### config.mk
export PLATFORM = sky130hd
export DESIGN_NAME = apb_regbus_slave
export DESIGN_NICKNAME = d
export VERILOG_FILES = /design/src/rtl/POLI_types_pkg.sv /design/src/rtl/apb_addr_decode.sv /design/src/rtl/apb_regbus_slave.sv
export SDC_FILE = /design/constraint.sdc
export NUM_CORES = 1
export LEC_CHECK = 0
export BUFFER_PORTS_ARGS = -buffer_cell sky130_fd_sc_hd__buf_2
export CELL_PAD_IN_SITES_DETAIL_PLACEMENT = 1
export CELL_PAD_IN_SITES_GLOBAL_PLACEMENT = 2
export CORE_ASPECT_RATIO = 1.25
export CORE_MARGIN = 2
export CORE_UTILIZATION = 30
export DETAILED_ROUTE_END_ITERATION = 12
export PLACE_DENSITY = 0.82
export RECOVER_POWER = 25
export SKIP_CTS_REPAIR_TIMING = 1
export SYNTH_ARGS = -nofsm -noshare
export SYNTH_HDL_FRONTEND = slang
export SYNTH_HIERARCHICAL = 1
export SYNTH_SLANG_ARGS = --single-unit
### constraint.sdc
create_clock -name CLK -period 3.8 [get_ports CLK]
set_input_delay 0.76 -clock CLK [delete_from_list [all_inputs] [get_ports CLK]]
set_output_delay 0.76 -clock CLK [all_outputs]
set_load 0.02 [all_outputs]
### src/rtl/POLI_types_pkg.sv
// Shared types for POLI register-bank bus adapters.
package POLI_types_pkg;

  // APB-to-regbus bridge transfer states
  typedef enum logic [1:0] {
    IDLE = 2'd0,
    REQ  = 2'd1,
    WAIT = 2'd2,
    RESP = 2'd3
  } apb_regbus_state_t;

  // Fill value for PRDATA on errored or non-read responses (replicate to DATA_W)
  localparam bit APB_ERR_RDATA = 1'b0;

endpackage : POLI_types_pkg

### src/rtl/apb_addr_decode.sv
// Combinational APB byte-address decoder for a word-register window starting
// at BASE_ADDR: flags range/alignment validity and returns the word index.
module apb_addr_decode #(
  parameter int unsigned       ADDR_W    = 32,
  parameter int unsigned       DATA_W    = 32,
  parameter int unsigned       NREGS     = 16,
  parameter logic [ADDR_W-1:0] BASE_ADDR = 32'h8000_0000
) (
  input  logic [ADDR_W-1:0]        paddr,
  output logic                     valid_c,
  output logic [$clog2(NREGS)-1:0] idx_c
);

  localparam int unsigned BYTES = DATA_W / 8;
  localparam int unsigned LSB   = $clog2(BYTES);
  localparam int unsigned IDX_W = $clog2(NREGS);
  localparam int unsigned EXT_W = ADDR_W + 1;

  // One extra bit so BASE_ADDR + window size cannot wrap at the top of the map
  localparam logic [EXT_W-1:0] BASE_EXT  = {1'b0, BASE_ADDR};
  localparam logic [EXT_W-1:0] LIMIT_EXT = BASE_EXT + EXT_W'(NREGS * BYTES);

  logic [EXT_W-1:0]  paddr_ext;
  logic [ADDR_W-1:0] offset;
  logic              in_range;
  logic              aligned;

  // Range check, word alignment check and index extraction
  always_comb begin
    paddr_ext = {1'b0, paddr};
    offset    = paddr - BASE_ADDR;
    in_range  = (paddr_ext >= BASE_EXT) && (paddr_ext < LIMIT_EXT);
    aligned   = (paddr & ADDR_W'(BYTES - 1)) == '0;
    valid_c   = in_range && aligned;
    idx_c     = IDX_W'(offset >> LSB);
  end

endmodule : apb_addr_decode

### src/rtl/apb_regbus_slave.sv
// APB4 slave bridging to a register-bank request/acknowledge port.
// Valid accesses issue a one-cycle reg_wr/reg_rd and wait for reg_ack;
// out-of-range or misaligned accesses complete with PSLVERR and no strobe.
// Optional wait-state timeout: define APB_REGBUS_TIMEOUT_EN.
module apb_regbus_slave
  import POLI_types_pkg::*;
#(
  parameter int unsigned       ADDR_W    = 32,
  parameter int unsigned       DATA_W    = 32,
  parameter int unsigned       NREGS     = 16,
  parameter logic [ADDR_W-1:0] BASE_ADDR = 32'h8000_0000,
  parameter int unsigned       TIMEOUT   = 15
) (
  input  logic                     CLK,
  input  logic                     nRST,
  input  logic                     PSEL,
  input  logic                     PENABLE,
  input  logic                     PWRITE,
  input  logic [ADDR_W-1:0]        PADDR,
  input  logic [DATA_W-1:0]        PWDATA,
  input  logic [DATA_W/8-1:0]      PSTRB,
  output logic [DATA_W-1:0]        PRDATA,
  output logic                     PREADY,
  output logic                     PSLVERR,
  output logic [$clog2(NREGS)-1:0] reg_idx,
  output logic                     reg_wr,
  output logic                     reg_rd,
  output logic [DATA_W-1:0]        reg_wdata,
  output logic [DATA_W/8-1:0]      reg_wstrb,
  input  logic [DATA_W-1:0]        reg_rdata,
  input  logic                     reg_ack,
  input  logic                     reg_err
);

  localparam int unsigned STRB_W = DATA_W / 8;
  localparam int unsigned IDX_W  = $clog2(NREGS);

  // Reject parameterisations the datapath cannot represent
  if (NREGS < 2 || (DATA_W % 8) != 0 || DATA_W == 0 || TIMEOUT < 1) begin : g_param_check
    $error("apb_regbus_slave: unsupported parameter set");
  end

  apb_regbus_state_t state_q, state_d;

  logic              wr_q, wr_d;
  logic              dec_valid_c;
  logic [IDX_W-1:0]  dec_idx_c;

  logic [DATA_W-1:0] prdata_d;
  logic              pready_d;
  logic              pslverr_d;
  logic [IDX_W-1:0]  reg_idx_d;
  logic              reg_wr_d;
  logic              reg_rd_d;
  logic [DATA_W-1:0] reg_wdata_d;
  logic [STRB_W-1:0] reg_wstrb_d;

`ifdef APB_REGBUS_TIMEOUT_EN
  localparam int unsigned CNT_W = $clog2(TIMEOUT + 1);
  logic [CNT_W-1:0] cnt_q, cnt_d;
`endif

  apb_addr_decode #(
    .ADDR_W    (ADDR_W),
    .DATA_W    (DATA_W),
    .NREGS     (NREGS),
    .BASE_ADDR (BASE_ADDR)
  ) u_addr_decode (
    .paddr   (PADDR),
    .valid_c (dec_valid_c),
    .idx_c   (dec_idx_c)
  );

  // Next-state and next-output logic; every output is registered below
  always_comb begin
    state_d     = state_q;
    wr_d        = wr_q;
    prdata_d    = {DATA_W{APB_ERR_RDATA}};
    pready_d    = 1'b0;
    pslverr_d   = 1'b0;
    reg_idx_d   = reg_idx;
    reg_wr_d    = 1'b0;
    reg_rd_d    = 1'b0;
    reg_wdata_d = reg_wdata;
    reg_wstrb_d = reg_wstrb;
`ifdef APB_REGBUS_TIMEOUT_EN
    cnt_d       = cnt_q;
`endif

    unique case (state_q)
      IDLE: begin
        if (PSEL && !PENABLE) begin
          wr_d        = PWRITE;
          reg_idx_d   = dec_idx_c;
          reg_wdata_d = PWDATA;
          reg_wstrb_d = PSTRB;
          if (dec_valid_c) begin
            state_d  = REQ;
            reg_wr_d = PWRITE;
            reg_rd_d = !PWRITE;
`ifdef APB_REGBUS_TIMEOUT_EN
            cnt_d    = '0;
`endif
          end else begin
            // Bad address answers immediately, nothing reaches the bank
            state_d   = RESP;
            pready_d  = 1'b1;
            pslverr_d = 1'b1;
          end
        end
      end

      REQ, WAIT: begin
        if (!PSEL) begin
          // Master dropped the transfer: abandon it silently
          state_d = IDLE;
        end else if (reg_ack) begin
          state_d   = RESP;
          pready_d  = 1'b1;
          pslverr_d = reg_err;
          if (!wr_q && !reg_err) begin
            prdata_d = reg_rdata;
          end
        end else begin
`ifdef APB_REGBUS_TIMEOUT_EN
          if (cnt_q == CNT_W'(TIMEOUT - 1)) begin
            state_d   = RESP;
            pready_d  = 1'b1;
            pslverr_d = 1'b1;
          end else begin
            state_d = WAIT;
          end
          cnt_d = cnt_q + CNT_W'(1);
`else
          state_d = WAIT;
`endif
        end
      end

      RESP: begin
        state_d = IDLE;
      end

      default: begin
        state_d = IDLE;
      end
    endcase
  end

  // State and output registers
  always_ff @(posedge CLK or negedge nRST) begin
    if (!nRST) begin
      state_q   <= IDLE;
      wr_q      <= 1'b0;
      PRDATA    <= '0;
      PREADY    <= 1'b0;
      PSLVERR   <= 1'b0;
      reg_idx   <= '0;
      reg_wr    <= 1'b0;
      reg_rd    <= 1'b0;
      reg_wdata <= '0;
      reg_wstrb <= '0;
    end else begin
      state_q   <= state_d;
      wr_q      <= wr_d;
      PRDATA    <= prdata_d;
      PREADY    <= pready_d;
      PSLVERR   <= pslverr_d;
      reg_idx   <= reg_idx_d;
      reg_wr    <= reg_wr_d;
      reg_rd    <= reg_rd_d;
      reg_wdata <= reg_wdata_d;
      reg_wstrb <= reg_wstrb_d;
    end
  end

`ifdef APB_REGBUS_TIMEOUT_EN
  // Wait-state counter, cleared on entry to REQ
  always_ff @(posedge CLK or negedge nRST) begin
    if (!nRST) begin
      cnt_q <= '0;
    end else begin
      cnt_q <= cnt_d;
    end
  end
`endif

endmodule : apb_regbus_slave

# --- Word level (Yosys, flattened, before mapping) ---
# Cells that the tools add are included.
totals:
  register_bits: 79
  latchBits: 0
  mem_bits_rw: 0
  mem_bits_ro: 0
  in_bits: 107
  output_inout_bits: 76
  wordCells: 52
  n_memories: 0
op_classes:
  add_sub_neg: 1
  n_mul: 0
  div_mod_pow: 0
  magnitude_cmp: 2
  eq_ne: 4
  n_shift: 0
  muxes: 23
  bitwise_logic: 0
  reduce_logical: 12
op_table:
  columns: ["cell", "count"]
  rows:
  - ["two-way mux 32 bit", 4]
  - [">= comparator 32 bit (second input constant)", 1]
  - ["zero test 32 bit", 1]
  - ["< comparator 32 bit (second input constant)", 1]
  - ["two-way mux 1 bit", 13]
  - ["two-way mux 2 bit", 3]
  - ["one-hot mux 2 bit (3 select lines)", 1]
  - ["subtractor 6 x 1 -> 6 bit (second input constant)", 1]
  - ["equality test 2 bit (second input constant)", 2]
  - ["logical AND 1 bit", 4]
  - ["zero test 1 bit", 4]
  - ["one-hot mux 1 bit (2 select lines)", 2]
  - ["equality test 2 x 1 -> 1 bit (second input constant)", 1]
  - ["zero test 2 bit", 1]
  - ["inequality test 2 bit (second input constant)", 1]
  - ["AND reduction 2 bit", 1]
  - ["OR reduction 2 bit", 1]

# --- Longest topological paths before layout ---
depth:
  ltp_word: 6
  depth_mapped: 6
  mapped_depth_nobuf: 5

# --- Modules after synthesis ---
# Netlist, hierarchy kept.
modules_own_cells:
  columns: ["mod", "instances", "cells_per_inst", "area_per_inst_um2", "seq_area_each_um2"]
  rows:
  - ["apb_regbus_slave", 1, 187, 3159.3, 1976.9]
  - ["apb_addr_decode", 1, 14, 116.4, 0.0]

# --- Worst setup path before layout ---
# Ideal clock, no wire load.
synth_timing:
  path_kind: "input -> register"
  from: "input port PENABLE"
  to: "register reg_wdata[23]"
  setup_ns: 0.125
  t_arrival_ns: 1.549
  t_required_ns: 3.675
  path_slack_ns: 2.126
  cell_stages: 4
  n_path_buf: 2
  cell_sequence: "and3b_1 buf_6 buf_8 mux2_4"
synth_between:
  elab_chain_cells: 3
synth_rtl:
  columns: ["item", "line_no", "text"]
  rows:
  - ["start, declared", "apb_regbus_slave.sv:17", "input logic PENABLE,"]
  - ["zero test 1 bit", "apb_regbus_slave.sv:92", "if (PSEL && !PENABLE) begin"]
  - ["logical AND 1 bit", "apb_regbus_slave.sv:92", null]
  - ["AND reduction 2 bit (no line)", null, null]
  - ["end signal, assigned", "apb_regbus_slave.sv:172", "reg_wdata <= reg_wdata_d;"]
  - ["end, declared", "apb_regbus_slave.sv:28", "output logic [DATA_W-1:0] reg_wdata,"]
# No other way between the ends.
# A chain may end at the register's enable or synchronous reset.

# --- Worst setup path in the final report ---
layout_timing:
  from: "register state_q[0]"
  to: "register reg_wdata[20]"
layout_between:
  elab_chain_cells: 2
layout_rtl:
  columns: ["item", "line_no", "text"]
  rows:
  - ["start, declared", "apb_regbus_slave.sv:43", "apb_regbus_state_t state_q, state_d;"]
  - ["start signal, assigned", "apb_regbus_slave.sv:164", "state_q <= state_d;"]
  - ["zero test 2 bit", "apb_regbus_slave.sv:90", "unique case (state_q)"]
  - ["AND reduction 2 bit (no line)", null, null]
# No other way between the ends.

==> flow_summary.toml <==
[run_status]
status = "finished, violations left"
violations = "max-capacitance violations, max-slew violations"

[grt]
grt.total_usage_pct = 15.2
grt_pass1_vias = 2678
grt_overflow_total = 0
antenna_found_initial = 0
grt_pass1_wl_mm = 14.0
grt_max_degree = 80

[route]
firstDrtPassIters = 4
vias_per_cell = 4.72
wl_per_cell_microns = 17.4
vias = 2419
wl_mm = 8.93
drcViolationCount = 0
drt_iter0_markers = 93
drtAntennaViolNets = 0

[critical_path]
crit_arrival_ns = 2.53
path_class = "flip-flop to flip-flop"
cp-end-kind = "flip-flop"
required_ns = 4.01
cp_max_fo = 25
startpoint_type = "flip-flop"

[floorplanning]
num_rows = 42
die_w_microns = 97.5
fp.dieH_microns = 121
dieArea_sq_um = 11800
coreArea_sq_um = 10600
io_pins = 183
initial_utilization_pct = 30.9

[synthesis]
synth_fa_ha_area_share_pct = 0.764
syn_nets = 310
yosys.area_share.simple_pct = 13.8
synth_mux_area_share_pct = 18.4
yosysWarnings = 6
netlist_instances = 201
ys_ff_latch = 79
netlist_area_sq_um = 3280
ys_seq_area_share_pct = 60.4
synth_xor_area_share_pct = 0
synth-compound-area-share_pct = 0.840
avgSynthCellArea_sq_um = 16.3
synth_top_family_by_area = "multiplexers"
synth.distinct_cells = 27

[power]
p_switching_w = 0.00116
powerDensity_nw_per_um2 = 756
p_leak_nw = 2.33
power_frac_clock_pct = 26.6
seqPwrFrac_pct = 38.1
switching_share_pct = 34.1
ir_drop_mv = 0.260
p_int_w = 0.00224
p_comb_share_pct = 35.3

[place]
io_buffers = 182
numPlacedInstances = 497
gp_congestion = 0.708
placed_area_sq_um = 4190
dp_hpwl_mm = 6.46

[cts]
tritoncts = "built"
cts.sinks = 79
cts.clk_slew.worst_paths_ns = 0.06
cts_max_level = 3
clockBufferDepth = 2
cts-root-buf = "clkbuf_16"
insertion_delay_ns = 0.33
cts_buffers = 9

[final_layout]
nNetsFinal = 485
diodes = 0
fillers = 1165
layout_commonest_cell = "buf_2"
layout_common_cells = "buf_2 (181), dfrtp_1 (79), mux2_4 (38)"
fin_util_pct = 42.4
postLayoutCellArea_sq_um = 4500
synthToLayoutAreaGrowth_pct = 37.4
drive_above_1_share_pct = 64.8
layoutNonFillerInstCount = 513

[timing]
relSlewSlack_pct = -29.8
skew_ns = 0.00502
period_share_pct = 61.0
fmax_mhz = 431
hold_ws_ns = 0.506
rsz0062_at_grt = "no"
finalSetupViolCount = 0
setup_tns_ns = 0
report.final.slew_viol_count = 80
tightest_slew_ns = 1.95
hold_violations = 0
fin_crit_ns = 2.32

[flow_run]
drv_cap = 1

[hold_path]
hold_path_class = "flip-flop to flip-flop"
## stage by stage
step           worst slack (ns)  total power (W)
5_1_grt                    1.30          0.00358
2_1_floorplan              2.13          0.00213
4_1_cts                    1.47          0.00347
3_3_place_gp               1.35          0.00248
3_5_place_dp               1.30          0.00253
6_report                   1.48          0.00340
## power by group through the flow
stage | registers (W) | logic [W] | clock network, W
CTS | 0.00130 | 0.00122 | 0.000941
finish | 0.00130 | 0.00120 | 0.000906
detailed placement | 0.00131 | 0.00121 | 0
global placement | 0.00130 | 0.00118 | 0
floorplan | 0.00154 | 0.000584 | 0
global route | 0.00133 | 0.00128 | 0.000975
## logic make-up (layout without fill, tap and decap cells)
family / Yosys count / after routing
buffers and inverters: 23 / 203
AO/OA/AOI/OAI: 4 / 4
adder cells (fa/ha/maj): 2 / 2
flip-flops: 79 / 79
multiplexers: 41 / 41
AND/OR/NAND/NOR: 52 / 52
## sequential cells by signal, indices dropped and copies added, names as in the netlist, 2 cells and up
signal	cells
reg_idx	4
state_q	2
reg_wstrb	4
PRDATA	32
reg_wdata	32
## cell usage after synthesis
master | count | share of area (%)
a21oi_1 | 2 | 0.31
a2bb2oi_1 | 1 | 0.27
and3_1 | 1 | 0.19
and3b_1 | 2 | 0.53
buf_12 | 3 | 1.8
buf_4 | 4 | 0.92
buf_6 | 4 | 1.4
buf_8 | 1 | 0.46
clkbuf_1 | 8 | 0.92
dfrtp_1 | 79 | 60
ha_1 | 2 | 0.76
inv_1 | 3 | 0.34
mux2_2 | 3 | 1.0
mux2_4 | 38 | 17
nand2_1 | 2 | 0.23
nand2b_1 | 1 | 0.19
nand3_1 | 1 | 0.15
nand3_2 | 1 | 0.31
nand4_1 | 2 | 0.38
nand4bb_1 | 1 | 0.34
nor2_1 | 1 | 0.11
nor2b_1 | 1 | 0.19
nor4_1 | 3 | 0.57
nor4_2 | 3 | 1.1
nor4b_1 | 30 | 8.0
nor4b_2 | 3 | 1.4
o221ai_1 | 1 | 0.27
## area by class of cell
class	instances	area, sq um	area share [%]
Clock buffer	11	233	5.17
Clock inverter	5	81.3	1.81
Inverter	3	11.3	0.250
Multi-Input combinational cell	99	1110	24.6
Sequential cell	79	1980	43.9
Tap cell	132	165	3.67
Timing Repair Buffer	184	926	20.6
## path summary, 6_finish.rpt
check / startpoint / end / slack, ns / cells after the start
min in group asynchronous: nRST / reg_wdata[8]$_DFFE_PN0P_ / 0.97 / 1
max in group asynchronous: nRST / PRDATA[27]$_DFF_PN0_ / 1.66 / 1
max reg2reg: state_q[0]$_DFFE_PN0P_ / reg_wdata[20]$_DFFE_PN0P_ / 1.48 / 5
max: state_q[0]$_DFFE_PN0P_ / reg_wdata[20]$_DFFE_PN0P_ / 1.48 / 5
min: reg_wdata[14]$_DFFE_PN0P_ / reg_wdata[14]$_DFFE_PN0P_ / 0.51 / 1
min reg2reg: reg_wdata[14]$_DFFE_PN0P_ / reg_wdata[14]$_DFFE_PN0P_ / 0.51 / 1
## per-layer routing
layer  vias to the layer above  share of wire [%]  wire [microns]  track usage [%]
li1                       1077                  -               -                -
met5                         -                  0               0                0
met2                        96                 53            4750             27.2
met1                      1231                 39            3480             17.1
met3                        15                5.8             516             4.45
met4                         0                2.1             184             5.73
## worst max-delay path: stages (launching register included)
cell and delay [ns]:
dfrtp_1 0.40, inv_1 0.06, ha_1 0.25, and3b_2 0.75
buf_4 0.38, mux2_4 0.33
No activity file was read; power rests on OpenSTA's default activity.
